## src/rtl/pc_fetch_ctrl_pkg.sv

```systemverilog
// Shared types and constants for the PC / instruction-fetch controller.
package pc_fetch_ctrl_pkg;
   typedef enum logic [2:0] {
      BOOT  = 3'd0,
      REQ   = 3'd1,
      OUT   = 3'd2,
      DRAIN = 3'd3,
      HALT  = 3'd4
   } fetch_state_e;

   localparam logic [31:0] NOP_INSN             = 32'h0000_0013;
   localparam logic [31:0] DEFAULT_RESET_VECTOR = 32'h0000_0000;
endpackage

```

## src/rtl/pc_fetch_ctrl.sv

```systemverilog
// PC register and single-entry fetch controller: req/ack to imem, one buffered
// instruction handed downstream with valid/ready, redirects and sticky traps.
module pc_fetch_ctrl
   import pc_fetch_ctrl_pkg::*;
#(
   parameter int                XLEN         = 32,
   parameter logic [XLEN-1:0]   RESET_VECTOR = XLEN'(DEFAULT_RESET_VECTOR),
   parameter int                TIMEOUT      = 16
) (
   input  logic            clk,
   input  logic            rst,
   output logic [XLEN-1:0] pc_out,
   input  logic [XLEN-1:0] seq_pc_in,
   input  logic            redirect_valid,
   input  logic [XLEN-1:0] redirect_target,
   output logic            imem_req,
   output logic [XLEN-1:0] imem_addr,
   input  logic            imem_ack,
   input  logic [31:0]     imem_rdata,
   output logic            inst_valid,
   input  logic            inst_ready,
   output logic [31:0]     inst_out,
   output logic [XLEN-1:0] inst_pc,
   output logic            trap_misalign,
   output logic            trap_timeout
);
   localparam int CW = $clog2(TIMEOUT + 1);

   fetch_state_e    state;
   logic [XLEN-1:0] pc;
   logic [XLEN-1:0] pc_next;
   logic [CW-1:0]   cnt;
   logic            redir_bad;

   assign redir_bad = redirect_valid && (redirect_target[1:0] != 2'b00);
   // pc only moves when leaving DRAIN, so the abandoned address is held for free
   assign imem_addr = pc;
   assign pc_out    = pc;

   always_ff @(posedge clk) begin
      if (rst) begin
         state         <= BOOT;
         pc            <= RESET_VECTOR;
         pc_next       <= RESET_VECTOR;
         cnt           <= '0;
         imem_req      <= 1'b0;
         inst_valid    <= 1'b0;
         inst_out      <= NOP_INSN;
         inst_pc       <= '0;
         trap_misalign <= 1'b0;
         trap_timeout  <= 1'b0;
      end else begin
         case (state)
            BOOT: begin
               state    <= REQ;
               imem_req <= 1'b1;
               cnt      <= '0;
            end
            REQ, DRAIN: begin
               if (redir_bad) begin
                  trap_misalign <= 1'b1;
                  inst_valid    <= 1'b0;
                  imem_req      <= 1'b0;
                  state         <= HALT;
               end else if (imem_ack) begin
                  cnt <= '0;
                  if (state == DRAIN) begin
                     // a redirect landing with the ack is the newest target
                     pc    <= redirect_valid ? redirect_target : pc_next;
                     state <= REQ;
                  end else if (redirect_valid) begin
                     pc <= redirect_target;
                  end else begin
                     inst_out   <= imem_rdata;
                     inst_pc    <= pc;
                     inst_valid <= 1'b1;
                     imem_req   <= 1'b0;
                     state      <= OUT;
                  end
               end else if (cnt == CW'(TIMEOUT - 1)) begin
                  trap_timeout <= 1'b1;
                  imem_req     <= 1'b0;
                  state        <= HALT;
               end else begin
                  cnt <= cnt + 1'b1;
                  if (redirect_valid) begin
                     pc_next <= redirect_target;
                     state   <= DRAIN;
                  end
               end
            end
            OUT: begin
               if (redir_bad) begin
                  trap_misalign <= 1'b1;
                  inst_valid    <= 1'b0;
                  imem_req      <= 1'b0;
                  state         <= HALT;
               end else if (redirect_valid || inst_ready) begin
                  pc         <= redirect_valid ? redirect_target : seq_pc_in;
                  inst_valid <= 1'b0;
                  imem_req   <= 1'b1;
                  cnt        <= '0;
                  state      <= REQ;
               end
            end
            HALT: begin
               imem_req   <= 1'b0;
               inst_valid <= 1'b0;
            end
            default: begin
               imem_req   <= 1'b0;
               inst_valid <= 1'b0;
               state      <= HALT;
            end
         endcase
      end
   end
endmodule

```

## config.mk

```make
export PLATFORM = sky130hd
export DESIGN_NAME = pc_fetch_ctrl
export DESIGN_NICKNAME = d
export VERILOG_FILES = /design/src/rtl/pc_fetch_ctrl_pkg.sv /design/src/rtl/pc_fetch_ctrl.sv
export SDC_FILE = /design/constraint.sdc
export NUM_CORES = 1
export LEC_CHECK = 0
export ABC_AREA = 1
export ABC_CLOCK_PERIOD_IN_PS = 5300
export CAP_MARGIN = 30
export CORE_MARGIN = 2
export CORE_UTILIZATION = 50
export CTS_CLUSTER_DIAMETER = 60
export DETAILED_ROUTE_END_ITERATION = 8
export PLACE_DENSITY = 0.87
export SETUP_SLACK_MARGIN = 0.1
export SLEW_MARGIN = 20
export SYNTH_ARGS = -nofsm -noshare
export SYNTH_HDL_FRONTEND = slang
export SYNTH_SLANG_ARGS = --single-unit
```

## constraint.sdc

```tcl
create_clock -name clk -period 5.3 [get_ports clk]
set_clock_uncertainty 0.15 [all_clocks]
set_input_delay 1.06 -clock clk [delete_from_list [all_inputs] [get_ports clk]]
set_output_delay 1.06 -clock clk [all_outputs]
set_load 0.05 [all_outputs]
```

==> flow_summary.yaml <==
status:
  outcome: "complete, no violations"
floorplan:
  core-area_um2: 13300
  die_h_um: 121
  dieArea_um2: 14700
  fp-row-count: 42
  initial_core_util_pct: 51.4
  ioPinCount: 233
  die_x_um: 121
placed_design:
  place_hpwl_um: 13800
  gp_congestion: 0.943
  portBuffers: 232
sta:
  finalCritPeriodShare_pct: 60.3
  holdWs_ns: 0.309
  setup_viol_count_final: 0
  worst_pin_slew_ns: 0.825
  period_minus_slack_ns: 3.19
  fmax_ghz: 0.313
  grt_setup_unrepaired: "no"
  drv_slew: 0
  hold_viol: 0
  setup_tns_ns: 0
  max-slew-margin-rel_pct: 44.9
synth:
  synth_warnings: 0
  yosysUniqueCellTypes: 27
  netlist_area_um2: 6860
  synth-seq-area-share_pct: 40.8
  syn_inst: 1077
  syn_nets: 1181
  syn_area_per_cell_um2: 6.37
  ys_ff_latch: 140
run:
  drv_cap: 0
worst_setup_path:
  end_kind: "flip-flop"
  path_class: "in2reg"
  r2r.worst_path.cells: 8
  rr_endpoint: "inst_pc[6]$_SDFFE_PP0P_"
  r2r_slack_ns: 2.80
  required_ns: 5.50
  r2r_start: "state[0]$_SDFFE_PP0P_"
  crit_path_start_kind: "input port"
  arrival_ns: 3.39
  cp_max_fo: 41
routing:
  num_vias: 7411
  wl_per_cell_um: 14.4
  ant_nets: 0
  drt_iter0_drc: 843
  dr.pass1.iters: 6
  wl_met3_um: 1570
  wl_met1_um: 9030
  wl_um: 20600
  drc_errors: 0
  vias_per_cell: 5.18
  routed.top_layer: "met4"
  wl_met2_um: 9720
global_route:
  grt-ovfl-total: 0
  grtUsageTotal_pct: 27.8
  antenna_found_initial: 0
  grt_max_degree: 94
  grt_pass1_wl_um: 32500
  grt_pass1_vias: 6452
clocking:
  ctsResizeCount: 0
  postCtsSetupBuffers: 0
  clockBufferDepth: 2
  hold_buffers: 0
  cts_tree: "built"
  clock-sinks: 140
  clk_pin_slew_ns: 0.06
  cts_buffers: 17
  cts_root_buf: "clkbuf_16"
  cts_max_level: 4
  clk_latency_ns: 0.42
finish:
  fin_nets: 1347
  antenna_cells: 0
  num-fill-cells: 1080
  drive_gt1_share_pct: 4.30
  final_cell_mix: "386 x nand2_1, 232 x clkdlybuf4s50_1, 182 x nor2_1, 140 x dfxtp_1, 118 x o21ai_0"
  area_growth_pct: 40.3
  mostFrequentLayoutCell: "nand2_1"
power:
  powerDensity_nw_per_um2: 533
  leakagePower_nw: 4.18
  peakVddDrop_mv: 0.262
  power_mw: 5.13
min_path:
  min_path_type: "reg2reg"
  hold_path_end: "trap_misalign$_SDFFE_PP0P_"
  hold_depth: 2
  min-delay-start: "trap_misalign$_SDFFE_PP0P_"
[power by group]
part | switching [mW] | internal (mW) | leakage [nW]
clock network | 0.446 | 0.834 | 0.301
logic | 1.66 | 0.765 | 2.73
registers | 0.160 | 1.27 | 1.14
[worst max-delay path: stages]
cell             delay [ns]
clkdlybuf4s50_1        0.67
inv_2                  0.18
nand4_2                0.10
buf_4                  0.26
inv_2                  0.37
buf_4                  0.42
o21ai_0                0.14
a21oi_1                0.16
[sequential cells by signal, indices dropped and copies added, names as in the netlist]
register and count:
inst_out 32, imem_req 1, trap_timeout 1, pc_next 32, state 3, inst_valid 1
trap_misalign 1, cnt 5, inst_pc 32, imem_addr 32
[how the worst max path moves through the flow]
stage | start | to | slack (ns) | depth (start not counted)
after floorplan | redirect_valid | pc_next[10]$_SDFFE_PP0P_ | 2.98 | 8
after global placement | redirect_valid | imem_addr[13]$_SDFFE_PP0P_ | 1.75 | 7
after detailed placement | redirect_valid | imem_addr[21]$_SDFFE_PP0P_ | 1.60 | 6
after CTS | redirect_valid | imem_addr[26]$_SDFFE_PP0P_ | 1.97 | 6
after global routing | redirect_valid | imem_addr[26]$_SDFFE_PP0P_ | 1.93 | 9
final | redirect_valid | inst_pc[6]$_SDFFE_PP0P_ | 2.11 | 8
[cell usage after synthesis, drive strengths merged]
library cell | n | area (um^2)
clkbuf | 33 | 129
o21ai | 120 | 601
nor2 | 186 | 711
nand3b | 1 | 7.51
nand2 | 387 | 1460
or2 | 1 | 6.26
o21bai | 2 | 15.0
a21oi | 66 | 330
dfxtp | 140 | 2800
a31oi | 2 | 12.5
ha | 3 | 37.5
nand4 | 3 | 40.0
inv | 51 | 191
nand3 | 18 | 95.1
buf | 64 | 429
[metrics by stage]
stage / cell area [um^2] / worst slack, ns / instances / util (%)
2_1_floorplan: 6860 / 2.98 / 1077 / -
3_3_place_gp: 8930 / 1.75 / 1397 / 66.9
3_5_place_dp: 8970 / 1.60 / 1399 / 67.2
4_1_cts: 9610 / 1.97 / 1431 / 72.0
5_1_grt: 9630 / 1.93 / 1432 / 72.1
6_report: 9630 / 2.11 / 1432 / 72.1
[logic make-up (layout without fill, tap and decap cells)]
| logic type | count (synthesis) | in the layout | share of synthesized area [%] |
|---|---|---|---|
| flip-flops | 140 | 140 | 40.8 |
| adder cells (fa/ha/maj) | 3 | 3 | 0.547 |
| AND/OR/NAND/NOR | 596 | 596 | 33.7 |
| AO/OA/AOI/OAI | 190 | 190 | 14.0 |
| buffers and inverters | 148 | 327 | 10.9 |
[area by class of cell]
type / instances / area [um^2] / share of cell area (%)
inverter: 51 / 191 / 1.99
multi-input combinational: 789 / 3310 / 34.4
timing repair buffer: 244 / 2460 / 25.6
sequential: 140 / 2800 / 29.1
clock inverter: 11 / 193 / 2.00
clock buffer: 21 / 440 / 4.58
tap: 176 / 220 / 2.29
[per-layer routing]
layer  global-route usage (%)  vias to the layer above
met5                        0                        -
met4                     8.69                        0
met3                     5.45                       42
met2                     45.0                      357
met1                     37.4                     3342
li1                         -                     3670
No activity file was read; power rests on OpenSTA's default activity.
